[config.mk]
export PLATFORM = sky130hd
export DESIGN_NAME = ram8
export DESIGN_NICKNAME = d
export VERILOG_FILES = /design/src/rtl/ram8_pkg.sv /design/src/rtl/ram8_word_register.sv /design/src/rtl/ram8.sv
export SDC_FILE = /design/constraint.sdc
export NUM_CORES = 1
export LEC_CHECK = 0
export CELL_PAD_IN_SITES_DETAIL_PLACEMENT = 0
export CELL_PAD_IN_SITES_GLOBAL_PLACEMENT = 1
export CORE_AREA = 2 2 123 125
export DETAILED_ROUTE_END_ITERATION = 16
export DIE_AREA = 0 0 125 127
export PLACE_DENSITY_LB_ADDON = 0.1
export SLEW_MARGIN = 20
export SYNTH_ARGS = -nofsm -noshare
export SYNTH_HDL_FRONTEND = slang
export SYNTH_SLANG_ARGS = --single-unit
[constraint.sdc]
create_clock -name CLK -period 2.63 [get_ports CLK]
set_clock_uncertainty 0.15 [all_clocks]
set_input_delay 0.3945 -clock CLK [delete_from_list [all_inputs] [get_ports CLK]]
set_output_delay 0.3945 -clock CLK [all_outputs]
set_load 0.01 [all_outputs]
[src/rtl/ram8_pkg.sv]
`default_nettype none
// ============================================================================
// Module      : ram8_pkg
// Description : Shared sizing constants for the RAM8 storage stage and the
//               larger memory / datapath stages built on top of it.
//               Contents: WORD_WIDTH, RAM8_ADDR_W, RAM8_DEPTH.
// Revision    : 1.0 - initial release
// ============================================================================
package ram8_pkg;

  localparam int WORD_WIDTH  = 16;  // default data word width
  localparam int RAM8_ADDR_W = 3;   // word-select width of an 8-word bank
  localparam int RAM8_DEPTH  = 8;   // words per bank

endpackage : ram8_pkg
`default_nettype wire

[src/rtl/ram8_word_register.sv]
`default_nettype none
// ============================================================================
// Module      : word_register
// Description : WIDTH-bit register made of single-bit cells. Each cell is a
//               D flip-flop fed by a 2:1 mux that selects between holding its
//               value and taking the new data bit. Reset forces D to 0.
// Ports       : clk_i  - clock, rising edge
//               rst_i  - synchronous active-high clear
//               load_i - write enable
//               d_i    - write data  [WIDTH-1:0]
//               q_o    - stored word [WIDTH-1:0]
// Revision    : 1.0 - initial release
// ============================================================================
module word_register
  import ram8_pkg::*;
#(
  parameter int WIDTH = WORD_WIDTH
) (
  input  logic             clk_i,
  input  logic             rst_i,
  input  logic             load_i,
  input  logic [WIDTH-1:0] d_i,
  output logic [WIDTH-1:0] q_o
);

  logic [WIDTH-1:0] bit_q;
  logic [WIDTH-1:0] bit_d;

  generate
    for (genvar b = 0; b < WIDTH; b++) begin : g_bit
      // Reset wins over load: the cleared value is forced at the D input.
      always_comb begin
        bit_d[b] = load_i ? d_i[b] : bit_q[b];
        if (rst_i) begin
          bit_d[b] = 1'b0;
        end
      end

      always_ff @(posedge clk_i) begin
        bit_q[b] <= bit_d[b];
      end
    end
  endgenerate

  assign q_o = bit_q;

endmodule : word_register
`default_nettype wire

[src/rtl/ram8.sv]
`default_nettype none
// ============================================================================
// Module      : ram8
// Description : Eight-word, WIDTH-bit random-access memory. A 1-to-8 DMUX
//               tree steers LOAD to exactly one word register; an 8-to-1 MUX
//               tree returns the addressed word combinationally. Writes take
//               effect at the rising edge, so a read in the write cycle shows
//               the old word.
// Ports       : CLK     - clock, rising edge
//               RST     - synchronous active-high clear of all words
//               IN      - write data [WIDTH-1:0]
//               LOAD    - write enable for word[ADDRESS]
//               ADDRESS - word select for write and read [2:0]
//               OUT     - word[ADDRESS] [WIDTH-1:0]
// Revision    : 1.0 - initial release
// ============================================================================
module ram8
  import ram8_pkg::*;
#(
  parameter int WIDTH = WORD_WIDTH,
  parameter int DEPTH = RAM8_DEPTH   // fixed at 8; ADDRESS is 3 bits
) (
  input  logic                   CLK,
  input  logic                   RST,
  input  logic [WIDTH-1:0]       IN,
  input  logic                   LOAD,
  input  logic [RAM8_ADDR_W-1:0] ADDRESS,
  output logic [WIDTH-1:0]       OUT
);

  // Both trees use heap numbering: node 1 is the root, node n has children
  // 2n (select bit 0) and 2n+1 (select bit 1), leaves DEPTH..2*DEPTH-1 map to
  // words 0..DEPTH-1. The root level is steered by the address MSB, so leaf
  // index is DEPTH + ADDRESS.
  logic             w_dmux [1:2*DEPTH-1];
  logic [WIDTH-1:0] w_mux  [1:2*DEPTH-1];

  assign w_dmux[1] = LOAD;

  generate
    for (genvar n = 1; n < DEPTH; n++) begin : g_node
      localparam int LVL = $clog2(n + 1) - 1;       // depth of node n
      localparam int SEL = RAM8_ADDR_W - 1 - LVL;   // address bit for LVL

      // DMUX: pass the parent enable to the child chosen by the select bit.
      assign w_dmux[2*n]   = w_dmux[n] & ~ADDRESS[SEL];
      assign w_dmux[2*n+1] = w_dmux[n] &  ADDRESS[SEL];

      // MUX: pick the child chosen by the same select bit.
      assign w_mux[n] = ADDRESS[SEL] ? w_mux[2*n+1] : w_mux[2*n];
    end

    for (genvar w = 0; w < DEPTH; w++) begin : g_word
      word_register #(
        .WIDTH (WIDTH)
      ) u_word (
        .clk_i  (CLK),
        .rst_i  (RST),
        .load_i (w_dmux[DEPTH + w]),
        .d_i    (IN),
        .q_o    (w_mux[DEPTH + w])
      );
    end
  endgenerate

  assign OUT = w_mux[1];

endmodule : ram8
`default_nettype wire

==> flow_metrics.py <==
metrics = {
    "cells_and_area": {
        "drive_gt1_frac": 0.1852,
        "n_antenna_cell": 0,
        "stdcell_area_sq_um": 6882,
        "syn_to_final_growth_pct": 21.12,
        "layout.nets": 700,
        "fin_util": 0.4771,
        "largest_reg_flops": 128,
    },
    "timing": {
        "slew_viol_final": 0,
        "max_freq_mhz": 386.1,
        "post-route-period-util": 0.9847,
        "fin_setup_tns_ns": 0,
        "rsz0062_at_grt": "no",
        "worst_pin_slew_ns": 0.5809,
        "hold_viol": 0,
        "setup-violations-final": 0,
        "slew_headroom": 0.6127,
        "layout_min_cycle_time_ns": 2.590,
    },
    "die": {
        "placementRows": 44,
        "dieArea_sq_um": 15880,
        "dieWidth_um": 125,
        "fp.dieH_um": 127,
        "core_sq_um": 14420,
        "ios": 38,
        "start_util": 0.3939,
    },
    "clock_network": {
        "numCtsBuffers": 17,
        "cts_tree": "yes",
        "h-tree-depth": 4,
        "cts-hold-fix-buffers": 0,
        "cts_root_buffer": "clkbuf_16",
        "clk_pin_slew_ns": 0.06,
        "clock_path_buffers": 2,
        "clkLatencyLatePin_ns": 0.41,
        "cts_sinks": 128,
    },
    "hold_path": {
        "min_to": "g_word[6].u_word.q_o[8]",
        "whs_path_depth": 2,
        "min_path_type": "input port to flip-flop",
        "worstHoldStart": "RST",
    },
    "global_routing": {
        "antenna_found_initial": 0,
        "grt_remaining_overflow": 0,
        "grt_usage": 0.2167,
        "grt_max_degree": 58,
        "grt_pass1_wl_um": 26030,
        "grt_pass1_vias": 4438,
    },
    "synthesis": {
        "synth_cells": 647,
        "ys_ff_latch": 128,
        "synth_top_area_share": 0.4510,
        "syn_avg_cell_area_sq_um": 8.782,
        "synth_common_cells": "nand2_1 (256), a21oi_1 (128), dfxtp_1 (128), clkbuf_1 (34), mux4_2 (27)",
        "ys_async_sr_fraction": 0,
        "synth_area_leaders": "dfxtp_1 (45%), nand2_1 (17%), a21oi_1 (11%), mux4_2 (11%), mux4_1 (2.3%)",
        "yosys.cell_count.top_type": "nand2_1",
        "ys_types": 22,
        "synth-edff-count": 0,
        "netlist_area_sq_um": 5682,
        "ys_seq_area_frac": 0.4510,
        "synth_top_cell_by_area": "dfxtp_1",
        "syn-num-nets": 669,
        "synth_flop_cell": "dfxtp_1",
        "ys_warn_count": 0,
    },
    "detailed_routing": {
        "wirelength_um": 16940,
        "route.detailed.wl_per_inst_um": 19.36,
        "drt_iter0_drc": 303,
        "ant_nets": 0,
        "firstDrtPassIters": 6,
        "drc": 0,
        "vias": 4696,
        "routed_via_density": 5.367,
    },
    "placed_design": {
        "place.gp.congestion": 0.7399,
        "dp_hpwl_um": 10980,
        "io_buffers": 37,
        "dpl_cell_area_sq_um": 6247,
    },
    "critical_path": {
        "startpoint_type": "input port",
        "arrival_ns": 2.05,
        "worst-r2r-cell-count": 2,
        "endpoint_kind": "output pin",
        "worstPathRequired_ns": 2.09,
        "cp.depth": 5,
        "r2r_slack_ns": 1.83,
        "cpLargestDelayFamily": "multiplexers",
        "slowest_delay_ns": 0.55,
        "r2r_end": "g_word[3].u_word.q_o[10]",
        "critPathKind": "input port to output pin",
        "path_cells": "buf_2 > buf_6 > mux4_1 > mux2_4 > clkdlybuf4s50_1",
        "critPathMaxFanout": 5,
        "worst-path-buf-inv": 3,
        "r2r-start": "g_word[3].u_word.q_o[10]",
        "crit_path_top_delay_cell": "mux4_1",
    },
    "power": {
        "power_density_nw_per_um2": 679.6,
        "irDropWorstVdd_v": 0.0004411,
        "leakagePower_uw": 0.002457,
        "fin_total_pwr_uw": 4677,
    },
    "run": {
        "drv_cap": 0,
    },
    "outcome": {
        "status": "finished, final reports clean",
    },
}
-- metal layers --
layer,GRT usage,vias to the layer above,share of wire
met5,0,-,0
met4,0.06340,0,0.011
met3,0.04397,15,0.045
met2,0.3763,103,0.51
met1,0.2748,2340,0.44
li1,-,2238,-
-- area by class of cell --
cell class	instances	area, sq um
Multi-Input combinational cell	448	2729
Fill cell	1405	7542
Timing Repair Buffer	83	778.2
Clock buffer	20	466.7
Tap cell	184	230.2
Clock inverter	12	115.1
Sequential cell	128	2562
-- timing repair --
item / in CTS / in global routing
setup buffers: 0 / 7
endpoints found under the hold margin: 0 / 0
endpoints found under the setup margin: 6 / 10
resized for setup: 5 / 2
-- worst register-to-register path, delay by kind of cell (launching register included) --
family | cells | cell delay [ns]
AOI/OAI and AO/OA | 1 | 0.17
and+or+nand+nor | 1 | 0.06
DFF | 1 | 0.35
-- worst max-delay path by stage --
| stage | start | to |
|---|---|---|
| global placement | ADDRESS[0] | OUT[12] |
| CTS | ADDRESS[0] | OUT[2] |
| detailed placement | ADDRESS[0] | OUT[12] |
| floorplan | ADDRESS[0] | OUT[10] |
| finish | ADDRESS[0] | OUT[2] |
| global route | ADDRESS[0] | OUT[13] |
-- power by group --
| part | internal, uW | switching, uW | leakage [uW] |
|---|---|---|---|
| logic | 160 | 209 | 0.00113 |
| clock network | 1450 | 852 | 0.000291 |
| registers | 1980 | 20.3 | 0.00104 |
-- cells by family after synthesis --
group	after synthesis	synth area share
buffers and inverters	71	0.07135
multiplexers	48	0.1652
AO/OA/AOI/OAI	128	0.1127
flip-flops	128	0.4510
AND/OR/NAND/NOR	272	0.1997
-- placed cells by master, fill, tap and decap left out, types with 6 or more instances in the layout --
master and count:
nand2_1 256, mux4_2 27, mux2_2 11, a21oi_1 128, buf_12 6, dfxtp_1 128
clkdlybuf4s50_1 28, clkinv_2 8, clkbuf_16 17, buf_4 40
-- stage by stage --
| step | setup slack, ns | std cells | hold slack [ns] |
|---|---|---|---|
| CTS | -0.0007443 | 868 | 0.2947 |
| detailed placement | -0.01178 | 836 | 0.2956 |
| finish | 0.04012 | 875 | 0.2912 |
| floorplan | 0.5222 | 647 | 0.2815 |
| global placement | -0.006786 | 836 | 0.2883 |
| global route | 0.01014 | 875 | 0.3162 |
(Power assumes the default switching activity.)
